--- src/rtl/hart_slot_arbiter.sv ---
// rtl/hart_slot_arbiter.sv - time-multiplexing arbiter sharing one memory/MMU port among harts
module hart_slot_arbiter #(
    parameter int N_HARTS   = 2,
    parameter int PAYLOAD_W = 128,
    parameter int QUANTUM   = 0,
    parameter int SKIP_IDLE = 1,
    localparam int SEL_W    = (N_HARTS > 1) ? $clog2(N_HARTS) : 1,
    localparam int QW       = (QUANTUM > 0) ? $clog2(QUANTUM + 1) : 1
) (
    input  logic                           CLK,
    input  logic                           RST,
    input  logic [N_HARTS-1:0]             w_hart_active,
    input  logic [N_HARTS-1:0]             w_hart_yield,
    input  logic [N_HARTS-1:0]             w_hart_lock,
    input  logic                           w_busy,
    input  logic                           w_dram_busy,
    input  logic [N_HARTS*PAYLOAD_W-1:0]   w_hart_payload,
    output logic [PAYLOAD_W-1:0]           w_cluster_payload,
    output logic [N_HARTS-1:0]             w_core_busy,
    output logic [N_HARTS-1:0]             w_core_dram_busy,
    output logic [SEL_W-1:0]               r_hart_sel,
    output logic [N_HARTS-1:0]             r_grant,
    output logic                           r_switch,
    output logic [QW-1:0]                  r_slice_cnt
);

    typedef enum logic [1:0] {
        ST_RUN    = 2'd0,
        ST_DRAIN  = 2'd1,
        ST_SWITCH = 2'd2
    } state_t;

    state_t             state;
    state_t             state_nxt;
    logic [SEL_W-1:0]   sel_nxt;
    logic [N_HARTS-1:0] grant_nxt;
    logic [QW-1:0]      cnt_nxt;
    logic [SEL_W-1:0]   nxt;
    logic [SEL_W-1:0]   idx;
    logic               nxt_valid;
    logic               slice_done;
    logic               eligible;
    logic               can_go;
    logic               fire;

    // Candidate successor: nearest active hart after the current one (cyclic), or plain +1
    always_comb begin
        nxt = r_hart_sel;
        idx = r_hart_sel;
        if (SKIP_IDLE != 0) begin
            // Walk from the farthest offset down so the nearest active hart wins
            for (int i = N_HARTS - 1; i >= 1; i--) begin
                idx = SEL_W'((int'(r_hart_sel) + i) % N_HARTS);
                if (w_hart_active[idx]) begin
                    nxt = idx;
                end
            end
        end else begin
            nxt = SEL_W'((int'(r_hart_sel) + 1) % N_HARTS);
        end
    end

    assign nxt_valid  = (nxt != r_hart_sel);
    assign slice_done = (QUANTUM == 0) || (r_slice_cnt >= QW'(QUANTUM));
    assign eligible   = w_hart_yield[r_hart_sel] && slice_done;
    assign can_go     = !w_hart_lock[r_hart_sel] && !w_busy && !w_dram_busy;
    // Lock and port-busy gate the switch; an inactive current hart forces one without a yield
    assign fire       = (eligible || !w_hart_active[r_hart_sel]) && can_go && nxt_valid;

    // Next-state, next-select and slice counter decisions
    always_comb begin
        state_nxt = state;
        sel_nxt   = r_hart_sel;
        cnt_nxt   = r_slice_cnt;
        case (state)
            ST_RUN, ST_DRAIN: begin
                if (fire) begin
                    sel_nxt   = nxt;
                    state_nxt = ST_SWITCH;
                    cnt_nxt   = '0;
                end else if (eligible && !nxt_valid) begin
                    // Nobody to hand over to: start a fresh slice on the same hart
                    state_nxt = ST_RUN;
                    cnt_nxt   = '0;
                end else if (QUANTUM > 0) begin
                    if (slice_done) begin
                        // Slice expired but switch not possible yet: wait, counter saturated
                        state_nxt = ST_DRAIN;
                    end else begin
                        cnt_nxt = r_slice_cnt + QW'(1);
                    end
                end
            end
            ST_SWITCH: begin
                state_nxt = ST_RUN;
                cnt_nxt   = '0;
            end
            default: begin
                state_nxt = ST_RUN;
                cnt_nxt   = '0;
            end
        endcase
    end

    // One-hot grant tracks the select that will be registered
    always_comb begin
        grant_nxt = '0;
        for (int g = 0; g < N_HARTS; g++) begin
            grant_nxt[g] = (sel_nxt == SEL_W'(g));
        end
    end

    // State, select, grant and slice counter registers
    always_ff @(posedge CLK) begin
        if (RST) begin
            state       <= ST_RUN;
            r_hart_sel  <= '0;
            r_grant     <= N_HARTS'(1);
            r_slice_cnt <= '0;
        end else begin
            state       <= state_nxt;
            r_hart_sel  <= sel_nxt;
            r_grant     <= grant_nxt;
            r_slice_cnt <= cnt_nxt;
        end
    end

    assign r_switch = (state == ST_SWITCH);

    // Busy fan-out: only the granted hart sees the real port status, and nobody during the bubble
    always_comb begin
        w_core_busy      = '1;
        w_core_dram_busy = '1;
        for (int g = 0; g < N_HARTS; g++) begin
            if (state != ST_SWITCH && r_grant[g]) begin
                w_core_busy[g]      = w_busy;
                w_core_dram_busy[g] = w_dram_busy;
            end
        end
    end

    // Payload mux driven by the registered select only
    always_comb begin
        w_cluster_payload = '0;
        for (int g = 0; g < N_HARTS; g++) begin
            if (r_hart_sel == SEL_W'(g)) begin
                w_cluster_payload = w_hart_payload[g*PAYLOAD_W +: PAYLOAD_W];
            end
        end
    end

endmodule

--- config.mk ---
export PLATFORM = sky130hd
export DESIGN_NAME = hart_slot_arbiter
export DESIGN_NICKNAME = d
export VERILOG_FILES = /design/src/rtl/hart_slot_arbiter.sv
export SDC_FILE = /design/constraint.sdc
export NUM_CORES = 1
export LEC_CHECK = 0
export CORE_AREA = 2 2 158 160
export DETAILED_ROUTE_END_ITERATION = 8
export DIE_AREA = 0 0 160 162
export DONT_BUFFER_PORTS = 1
export GPL_TIMING_DRIVEN = 0
export PLACE_DENSITY_LB_ADDON = 0.15
export SYNTH_ARGS = -nofsm -noshare
export SYNTH_HDL_FRONTEND = slang
export SYNTH_SLANG_ARGS = --single-unit
export TNS_END_PERCENT = 20
--- constraint.sdc ---
create_clock -name CLK -period 4.1 [get_ports CLK]
set_input_delay 0.82 -clock CLK [delete_from_list [all_inputs] [get_ports CLK]]
set_output_delay 0.82 -clock CLK [all_outputs]
set_load 0.01 [all_outputs]
After elaboration in Yosys (flattened, before gate mapping)
Index checks and enable logic that the tools add are counted.
{"block": "totals", "reg_bits": 4, "latchBits": 0, "ram_bits": 0, "romBits": 0, "input_bits": 266, "output_inout_bits": 137, "word_cells": 44, "n_memories": 0}
{"block": "op_classes", "addsub": 1, "multipliers": 0, "n_div": 0, "n_lt_le_gt_ge": 2, "n_eq_ne": 1, "shift": 0, "mux": 18, "bitwise": 3, "n_reduce_logical": 16}
{"operator": "128-bit 2-to-1 mux", "n": 1}
{"operator": "1-bit 2-to-1 mux", "n": 15}
{"operator": "1-bit logical AND", "n": 7}
{"operator": "1-bit zero test", "n": 5}
{"operator": "1-bit by 2-bit < comparator with 1-bit output, second input constant", "n": 2}
{"operator": "2-bit 2-to-1 mux", "n": 2}
{"operator": "1-bit NOT", "n": 3}
{"operator": "2-bit zero test", "n": 1}
{"operator": "2-bit nonzero test", "n": 1}
{"operator": "2-bit OR reduction", "n": 1}
{"operator": "1-bit adder, second input constant", "n": 1}
{"operator": "1-bit logical OR", "n": 1}
{"operator": "1-bit != test", "n": 1}

Depth between registers and ports, before layout
Gate-level depths: netlist of run 1.
{"block": "logic_depth", "word_depth": 10, "ltp_mapped": 5, "depth_no_buf": 3}

Worst setup path before layout of run 1
No wires, ideal clock.
{"block": "synth_path", "path_kind": "register -> output", "from": "register (tool-made name)", "to": "output port w_cluster_payload[100]", "arrival_time_ns": 1.233, "t_required_ns": 3.280, "path_slack_ns": 2.047, "path_stages_with_launch": 5, "n_path_buf": 3, "cell_sequence": "dfxtp_1 -> clkbuf_2 -> buf_4 -> buf_6 -> mux2_2"}
{"element": "end: declaration", "line": "18", "rtl": "output logic [PAYLOAD_W-1:0] w_cluster_payload,"}

==> results.py, run 1 <==
metrics = {
    "sta": {
        "final_max_slew_viol_count": 0,
        "fin_ws_ps": 1370,
        "worst_pin_slew_ps": 1200,
        "setup_viol": 0,
        "grt_setup_unrepaired": "false",
        "hold_viol": 0,
        "skew_ps": 0.884,
        "finalCritPeriodShare": 0.665,
        "fmax_mhz": 367,
        "period_needed_ps": 2730,
        "maxSlewHeadroom": 0.196,
        "fin_tns_setup_ps": 0,
        "holdWs_ps": 816,
    },
    "cells_and_area": {
        "final_util": 0.0930,
        "fillCellCount": 2819,
        "final_cell_mix": "mux2_2 (128), buf_6 (7), buf_2 (6)",
        "fin_area_sq_um": 2240,
        "layout.cells.most_common": "mux2_2",
        "stdcell_count": 496,
        "num-nets-final": 439,
        "final_layout_size_suffix_gt1_frac": 0.860,
        "n_antenna_cell": 0,
        "synthToLayoutAreaGrowth_pct": 27.6,
    },
    "global_route": {
        "grt_pass1_vias": 1546,
        "grt_max_degree": 11,
        "antenna_found_initial": 1,
        "grt_usage": 0.0574,
        "grt_pass1_wl_mm": 10.6,
        "gr-total-overflow": 0,
    },
    "logic_synthesis": {
        "yosysWarnings": 0,
        "synth.area.mux_share": 0.821,
        "ys_seq_area_frac": 0.0342,
        "synthCells": 168,
        "synth.avg_cell_area_sq_um": 10.5,
        "synth_compound_area_frac": 0.0135,
        "synth_cell_types": 18,
        "yosys.area_share.simple": 0.0520,
        "synthAdderAreaFrac": 0,
        "syn_area_sq_um": 1760,
        "synth_xor_area_frac": 0,
        "syn_nets": 434,
        "synth_top_family_by_area": "multiplexers",
        "synth_seq_cells": 3,
    },
    "placement": {
        "place_congestion": 0.853,
        "dp.cells": 492,
        "port_buffers": 0,
        "dp_hpwl_mm": 8.54,
        "place_area_sq_um": 2160,
        "place_ws_ps": 1480,
    },
    "worst_setup_path": {
        "critPathMaxFanout": 10,
        "cp_data_required_time_ps": 3280,
        "cp.arrival_ps": 1910,
        "end_kind": "output pin",
        "startpoint_type": "register",
        "criticalPathCategory": "register to output pin",
    },
    "power": {
        "p_leak_nw": 0.654,
        "ir_drop_v": 0.0000745,
        "p_sw_mw": 0.132,
        "seqPwrFrac": 0.085,
        "clkPwrFrac": 0.409,
        "switching_share": 0.351,
        "power_density_nw_per_um2": 167,
        "p_int_mw": 0.243,
        "combPwrFrac": 0.506,
        "power_mw": 0.375,
    },
    "floorplan": {
        "core_area_sq_um": 24100,
        "initial_utilization": 0.0729,
        "die_w_um": 160,
        "die_h_um": 162,
        "fp-row-count": 57,
        "dieArea_sq_um": 25900,
        "io_pins": 403,
    },
    "cts": {
        "postCtsSetupBuffers": 0,
        "numCtsBuffers": 3,
        "insertion_delay_ps": 220,
        "cts_resized": 0,
        "cts_tree": "yes",
        "clkTransAtPathRegs_ps": 30,
        "cts_root_buffer": "clkbuf_16",
        "clockBufferDepth": 2,
        "clock-sinks": 3,
        "htreeDepth": 1,
        "cts_hold_buf": 0,
    },
    "routing": {
        "route.antenna.remaining_nets": 0,
        "firstDrtPassIters": 4,
        "drc": 0,
        "wl_per_cell_um": 18.5,
        "drtIter0Drc": 40,
        "vias_per_cell": 3.15,
        "vias": 1561,
        "postRouteWirelength_mm": 9.17,
    },
    "status": {
        "status": "completed",
    },
    "worst_hold_path": {
        "hold_class": "input pin to register",
    },
    "run": {
        "maxCapViolations": 0,
    },
}
[cells in the mapped netlist, drive strengths merged]
| cell | instances | area share |
|---|---|---|
| a21oi | 1 | 0.0028 |
| mux2 | 128 | 0.82 |
| or4b | 1 | 0.0057 |
| clkbuf | 1 | 0.0028 |
| a32oi | 1 | 0.0050 |
| nor3 | 1 | 0.0028 |
| dfxtp | 3 | 0.034 |
| nand2 | 4 | 0.0085 |
| conb | 1 | 0.0021 |
| nand2b | 2 | 0.0071 |
| buf | 16 | 0.075 |
| nor2b | 2 | 0.0071 |
| a32o | 1 | 0.0057 |
| nor2 | 3 | 0.0064 |
| nor3b | 1 | 0.0043 |
| nand4b | 2 | 0.010 |
[kinds of logic (layout without fill, tap and decap cells)]
group / count (synthesis) / in the layout
muxes: 128 / 128
AOI/OAI and AO/OA: 3 / 3
DFF: 3 / 3
other: 1 / 1
buffers and inverters: 17 / 21
and+or+nand+nor: 16 / 16
[metal layers]
layer | GRT usage | vias to the layer above | part of all wire
met4 | 0.0160 | 0 | 0.0069
met5 | 0 | - | 0
met1 | 0.0643 | 708 | 0.36
met2 | 0.106 | 215 | 0.52
met3 | 0.0163 | 2 | 0.11
li1 | - | 636 | -
[final cells by class]
| type | count | area [sq um] | area share |
|---|---|---|---|
| multi-input combinational | 148 | 1560 | 0.696 |
| tap | 324 | 405 | 0.181 |
| buffer | 17 | 136 | 0.0609 |
| clock buffer | 4 | 78.8 | 0.0352 |
| sequential | 3 | 60.1 | 0.0268 |
[power groups by stage]
stage	registers [mW]	logic (mW)	clock network (mW)
3_5_place_dp	0.0326	0.191	0
4_1_cts	0.0322	0.192	0.157
5_1_grt	0.0321	0.199	0.160
6_report	0.0320	0.190	0.153
2_1_floorplan	0.0314	0.164	0
3_3_place_gp	0.0326	0.195	0
[critical path, stage by stage, from the launching register on]
cell and delay, ps:
dfxtp_1 430, clkbuf_2 350, buf_4 290, buf_6 210
mux2_2 400
[worst paths after layout]
| check | from | to | slack [ps] | depth (start not counted) |
|---|---|---|---|---|
| worst min-delay path | RST | state[1] | 820 | 2 |
| worst min register to register | state[1] | state[1] | 1040 | 3 |
| worst max register to register | state[1] | register | 1990 | 3 |
| worst max-delay path | register | w_cluster_payload[112] | 1370 | 4 |
(Power assumes the default switching activity.)
==> run 2: changes to the inputs <==
- clock period: 4.1 -> 2.3 ns (I/O delays scaled with it)
==> run 2 against run 1 <==
Net effect: count of clock-buffer cells in the layout did not move; combinational power rose by 78%; design area rose by 0.45%; cell count did not move; hold slack got worse by 360 ps; via count rose by 0.32%; non-clock buffer count did not move; sequential power rose by 79%; utilization barely moved; critical path depth did not move; critical path type unchanged.
==> results.py, run 2 (same netlist as run 1, synthesis figures left out) <==
metrics = {
    "global_route": {
        "grt_pass1_wl_mm": 10.6,
        "grt_pass1_vias": 1544,
        "gr-total-overflow": 0,
        "grt_max_degree": 11,
        "antenna_found_initial": 1,
        "grt_usage": 0.0574,
    },
    "power": {
        "p_int_mw": 0.435,
        "combPwrFrac": 0.506,
        "seqPwrFrac": 0.085,
        "ir_drop_v": 0.000133,
        "power_density_nw_per_um2": 297,
        "p_sw_mw": 0.235,
        "clkPwrFrac": 0.408,
        "power_mw": 0.670,
        "p_leak_nw": 0.657,
        "switching_share": 0.351,
    },
    "worst_setup_path": {
        "startpoint_type": "register",
        "cp_data_required_time_ps": 1840,
        "critPathMaxStageDelay_ps": 400,
        "crit_slowest_cell": "mux2_2",
        "cp.arrival_ps": 1660,
        "critPathMaxFanout": 10,
        "r2r_start": "state[1]",
        "criticalPathCategory": "register to output pin",
        "reg2reg_setup_slack_ps": 200,
        "cp_cell_sequence": "clkbuf_8 > buf_4 > buf_6 > mux2_2",
        "reg2reg_depth": 3,
        "end_kind": "output pin",
    },
    "routing": {
        "vias": 1566,
        "wl_per_cell_um": 18.5,
        "vias_per_cell": 3.16,
        "firstDrtPassIters": 4,
        "drc": 0,
        "postRouteWirelength_mm": 9.17,
        "route.antenna.remaining_nets": 0,
        "drtIter0Drc": 40,
    },
    "cts": {
        "insertion_delay_ps": 220,
        "clockBufferDepth": 2,
        "numCtsBuffers": 3,
        "cts_tree": "yes",
        "cts_hold_buf": 0,
        "clock-sinks": 3,
        "htreeDepth": 1,
        "cts_root_buffer": "clkbuf_16",
        "clkTransAtPathRegs_ps": 30,
    },
    "cells_and_area": {
        "final_cell_mix": "mux2_2 (128), buf_6 (7), buf_2 (6)",
        "final_layout_size_suffix_gt1_frac": 0.866,
        "num-nets-final": 439,
        "synthToLayoutAreaGrowth_pct": 28.1,
        "n_antenna_cell": 0,
        "layout.cells.most_common": "mux2_2",
    },
    "sta": {
        "fmax_mhz": 471,
        "skew_ps": 0.881,
        "grt_setup_unrepaired": "false",
        "final_max_slew_viol_count": 0,
        "maxSlewHeadroom": 0.199,
        "period_needed_ps": 2120,
        "setup_viol": 0,
        "finalCritPeriodShare": 0.923,
        "worst_pin_slew_ps": 1190,
        "hold_viol": 0,
        "fin_tns_setup_ps": 0,
    },
    "floorplan": {
        "dieArea_sq_um": 25900,
        "initial_utilization": 0.0729,
        "die_w_um": 160,
        "core_area_sq_um": 24100,
        "io_pins": 403,
        "fp-row-count": 57,
        "die_h_um": 162,
    },
    "placement": {
        "port_buffers": 0,
        "place_congestion": 0.853,
        "dp_hpwl_mm": 8.54,
    },
    "worst_hold_path": {
        "whs_endpoint": "state[1]",
        "min_from": "RST",
        "hold_class": "input pin to register",
        "holdPathStages": 2,
    },
    "run": {
        "maxCapViolations": 0,
    },
    "status": {
        "status": "completed",
    },
}
-- run 2: critical path, delay by kind of cell, from the launching register on --
family                 cells  cell delay, ps
buffers and inverters      3             650
DFF                        1             380
muxes                      1             400
-- run 2: metal layers --
| metal | GRT usage | vias up | share of wire |
|---|---|---|---|
| met5 | 0 | - | 0 |
| met4 | 0.0160 | 0 | 0.0069 |
| met3 | 0.0163 | 2 | 0.12 |
| met2 | 0.106 | 215 | 0.52 |
| met1 | 0.0644 | 713 | 0.36 |
| li1 | - | 636 | - |
-- run 2: power by group through the flow --
stage                     combinational, mW  sequential, mW  clock [mW]
final                                 0.339          0.0572       0.273
after global routing                  0.355          0.0574       0.285
after CTS                             0.343          0.0576       0.280
after detailed placement              0.340          0.0581           0
after global placement                0.347          0.0582           0
after floorplan                       0.293          0.0560           0
-- run 2: final cells by class --
cell class	instances	area [sq um]
Multi-Input combinational cell	148	1560
Sequential cell	3	61.3
Clock buffer	4	78.8
Tap cell	324	405
Buffer	17	145
Fill cell	2819	21900
-- run 2: worst max-delay path by stage --
| stage | from | endpoint | slack (ps) | cells past startpoint |
|---|---|---|---|---|
| floorplan | register | w_cluster_payload[100] | 610 | 4 |
| global placement | register | w_cluster_payload[112] | 30 | 4 |
| detailed placement | register | w_cluster_payload[112] | 40 | 4 |
| CTS | state[1] | register | 80 | 3 |
| global route | state[1] | r_grant[0] | 20 | 3 |
| finish | register | w_cluster_payload[112] | 180 | 4 |
-- run 2: repair_timing --
item | CTS | global route
endpoints found under the hold margin | 0 | 0
gates resized for setup | 3 | 0
setup endpoints to repair | 67 | 0
buffers inserted | 0 | 0
-- run 2: through the flow --
stage | cells | hold slack, ps | util | setup slack, ps | cell area, sq um
detailed placement | 492 | 685 | 0.0897 | 41.6 | 2160
global placement | 492 | 678 | 0.0897 | 34.2 | 2160
CTS | 496 | 456 | 0.0934 | 76.2 | 2250
floorplan | 168 | 618 | - | 607 | 1760
global route | 496 | 467 | 0.0934 | 21.4 | 2250
finish | 496 | 456 | 0.0934 | 176 | 2250
==> run 3: changes to the inputs <==
- CORE_AREA: 2 2 158 160 -> 2 2 157 159
- DIE_AREA: 0 0 160 162 -> 0 0 159 161
==> run 3 against run 2 <==
Net effect: first-iteration DRC count is 33% higher; power is 0.12% lower; utilization up 0.11 points; combinational power down 1%; critical path type unchanged; register-to-register slack gained 560 ps; clock power is 1% higher.
==> results.py, run 3 (same netlist as run 1, synthesis figures left out) <==
metrics = {
    "worst_setup_path": {
        "cpMostUsedCell": "buf_6",
        "crit_slowest_cell": "mux2_2",
        "startpoint_type": "register",
        "cp_cell_sequence": "clkbuf_8 > buf_6 > buf_6 > mux2_2",
        "cp.arrival_ps": 1590,
        "critPathMaxStageDelay_ps": 400,
        "r2r_start": "state[1]",
        "criticalPathCategory": "register to output pin",
        "critPathMaxFanout": 10,
        "cp_data_required_time_ps": 1840,
        "end_kind": "output pin",
    },
    "floorplan": {
        "dieArea_sq_um": 25600,
        "die_w_um": 159,
        "core_area_sq_um": 24000,
        "fp-row-count": 57,
        "die_h_um": 161,
        "initial_utilization": 0.0733,
        "io_pins": 403,
    },
    "sta": {
        "fin_ws_ps": 245,
        "fmax_mhz": 487,
        "setup_viol": 0,
        "skew_ps": 2.89,
        "hold_viol": 0,
        "maxSlewHeadroom": 0.572,
        "worst_pin_slew_ps": 637,
        "finalCritPeriodShare": 0.893,
        "fin_tns_setup_ps": 0,
        "period_needed_ps": 2050,
        "final_max_slew_viol_count": 0,
        "grt_setup_unrepaired": "false",
    },
    "worst_hold_path": {
        "min_from": "RST",
        "hold_class": "input pin to register",
    },
    "cells_and_area": {
        "stdcell_count": 500,
        "synthToLayoutAreaGrowth_pct": 28.9,
        "final_util": 0.0945,
        "final_cell_mix": "mux2_2 (128), buf_6 (8), buf_2 (6)",
        "layout.cells.most_common": "mux2_2",
        "final_layout_size_suffix_gt1_frac": 0.866,
        "num-nets-final": 439,
    },
    "cts": {
        "cts_root_buffer": "clkbuf_16",
        "cts_hold_buf": 0,
        "htreeDepth": 1,
        "insertion_delay_ps": 220,
        "cts_tree": "yes",
        "clockBufferDepth": 2,
        "numCtsBuffers": 3,
        "clock-sinks": 3,
        "clkTransAtPathRegs_ps": 30,
    },
    "placement": {
        "place_ws_ps": 35.4,
        "dp_hpwl_mm": 8.71,
        "dp.cells": 492,
        "port_buffers": 0,
        "place_congestion": 0.768,
    },
    "routing": {
        "drtIter0Drc": 53,
        "vias_per_cell": 3.21,
        "route.antenna.remaining_nets": 0,
        "firstDrtPassIters": 4,
        "vias": 1605,
        "drc": 0,
        "wl_per_cell_um": 19.1,
        "postRouteWirelength_mm": 9.56,
    },
    "power": {
        "clkPwrFrac": 0.414,
        "p_sw_mw": 0.233,
        "p_leak_nw": 0.658,
        "p_int_mw": 0.435,
        "power_density_nw_per_um2": 295,
        "seqPwrFrac": 0.085,
        "switching_share": 0.349,
        "ir_drop_v": 0.000165,
        "combPwrFrac": 0.501,
    },
    "global_route": {
        "antenna_found_initial": 7,
        "grt_max_degree": 11,
        "grt_pass1_vias": 1570,
        "grt_pass1_wl_mm": 11.4,
        "grt_usage": 0.0631,
        "gr-total-overflow": 0,
    },
    "run": {
        "maxCapViolations": 0,
    },
    "status": {
        "status": "completed",
    },
}
## run 3: cell types whose count changed in the layout (fill, tap and decap cells not counted), sizes merged
cell,delta
diode,+4
## run 3: path summary, 6_finish.rpt
kind | endpoint | slack (ps) | cells past startpoint
min reg2reg | state[1] | 820 | 3
min | state[1] | 410 | 2
max reg2reg | register | 760 | 3
max | w_cluster_payload[84] | 250 | 4
## run 3: metal layers
layer / global-route usage / part of all wire
met3: 0.0226 / 0.12
met1: 0.0565 / 0.29
met2: 0.125 / 0.55
met4: 0.0293 / 0.040
met5: 0 / 0
## run 3: timing repair
item,in CTS,in global routing
endpoints found under the setup margin,67,0
buffers inserted,0,0
resized for setup,4,0
## run 3: power groups by stage
stage | Combinational [mW] | Sequential [mW] | Clock [mW]
global placement | 0.343 | 0.0576 | 0
finish | 0.335 | 0.0567 | 0.277
global route | 0.353 | 0.0571 | 0.288
floorplan | 0.293 | 0.0560 | 0
CTS | 0.341 | 0.0572 | 0.282
detailed placement | 0.337 | 0.0577 | 0
## run 3: final cells by class
type / instances / area (sq um)
buffer: 17 / 149
fill: 2780 / 21700
tap: 324 / 405
multi-input combinational: 148 / 1560
antenna: 4 / 10.0
sequential: 3 / 61.3
clock buffer: 4 / 78.8
## run 3: critical path: cells and delay by family, from the launching register on
kind | cells | cell delay [ps]
buffers and inverters | 3 | 570
DFF | 1 | 390
muxes | 1 | 400
## run 3: metrics by stage
step	hold slack (ps)	total power, mW	area, sq um
finish	410	0.669	2260
global route	413	0.698	2260
floorplan	618	0.349	1760
detailed placement	645	0.395	2160
CTS	408	0.680	2250
global placement	641	0.401	2160
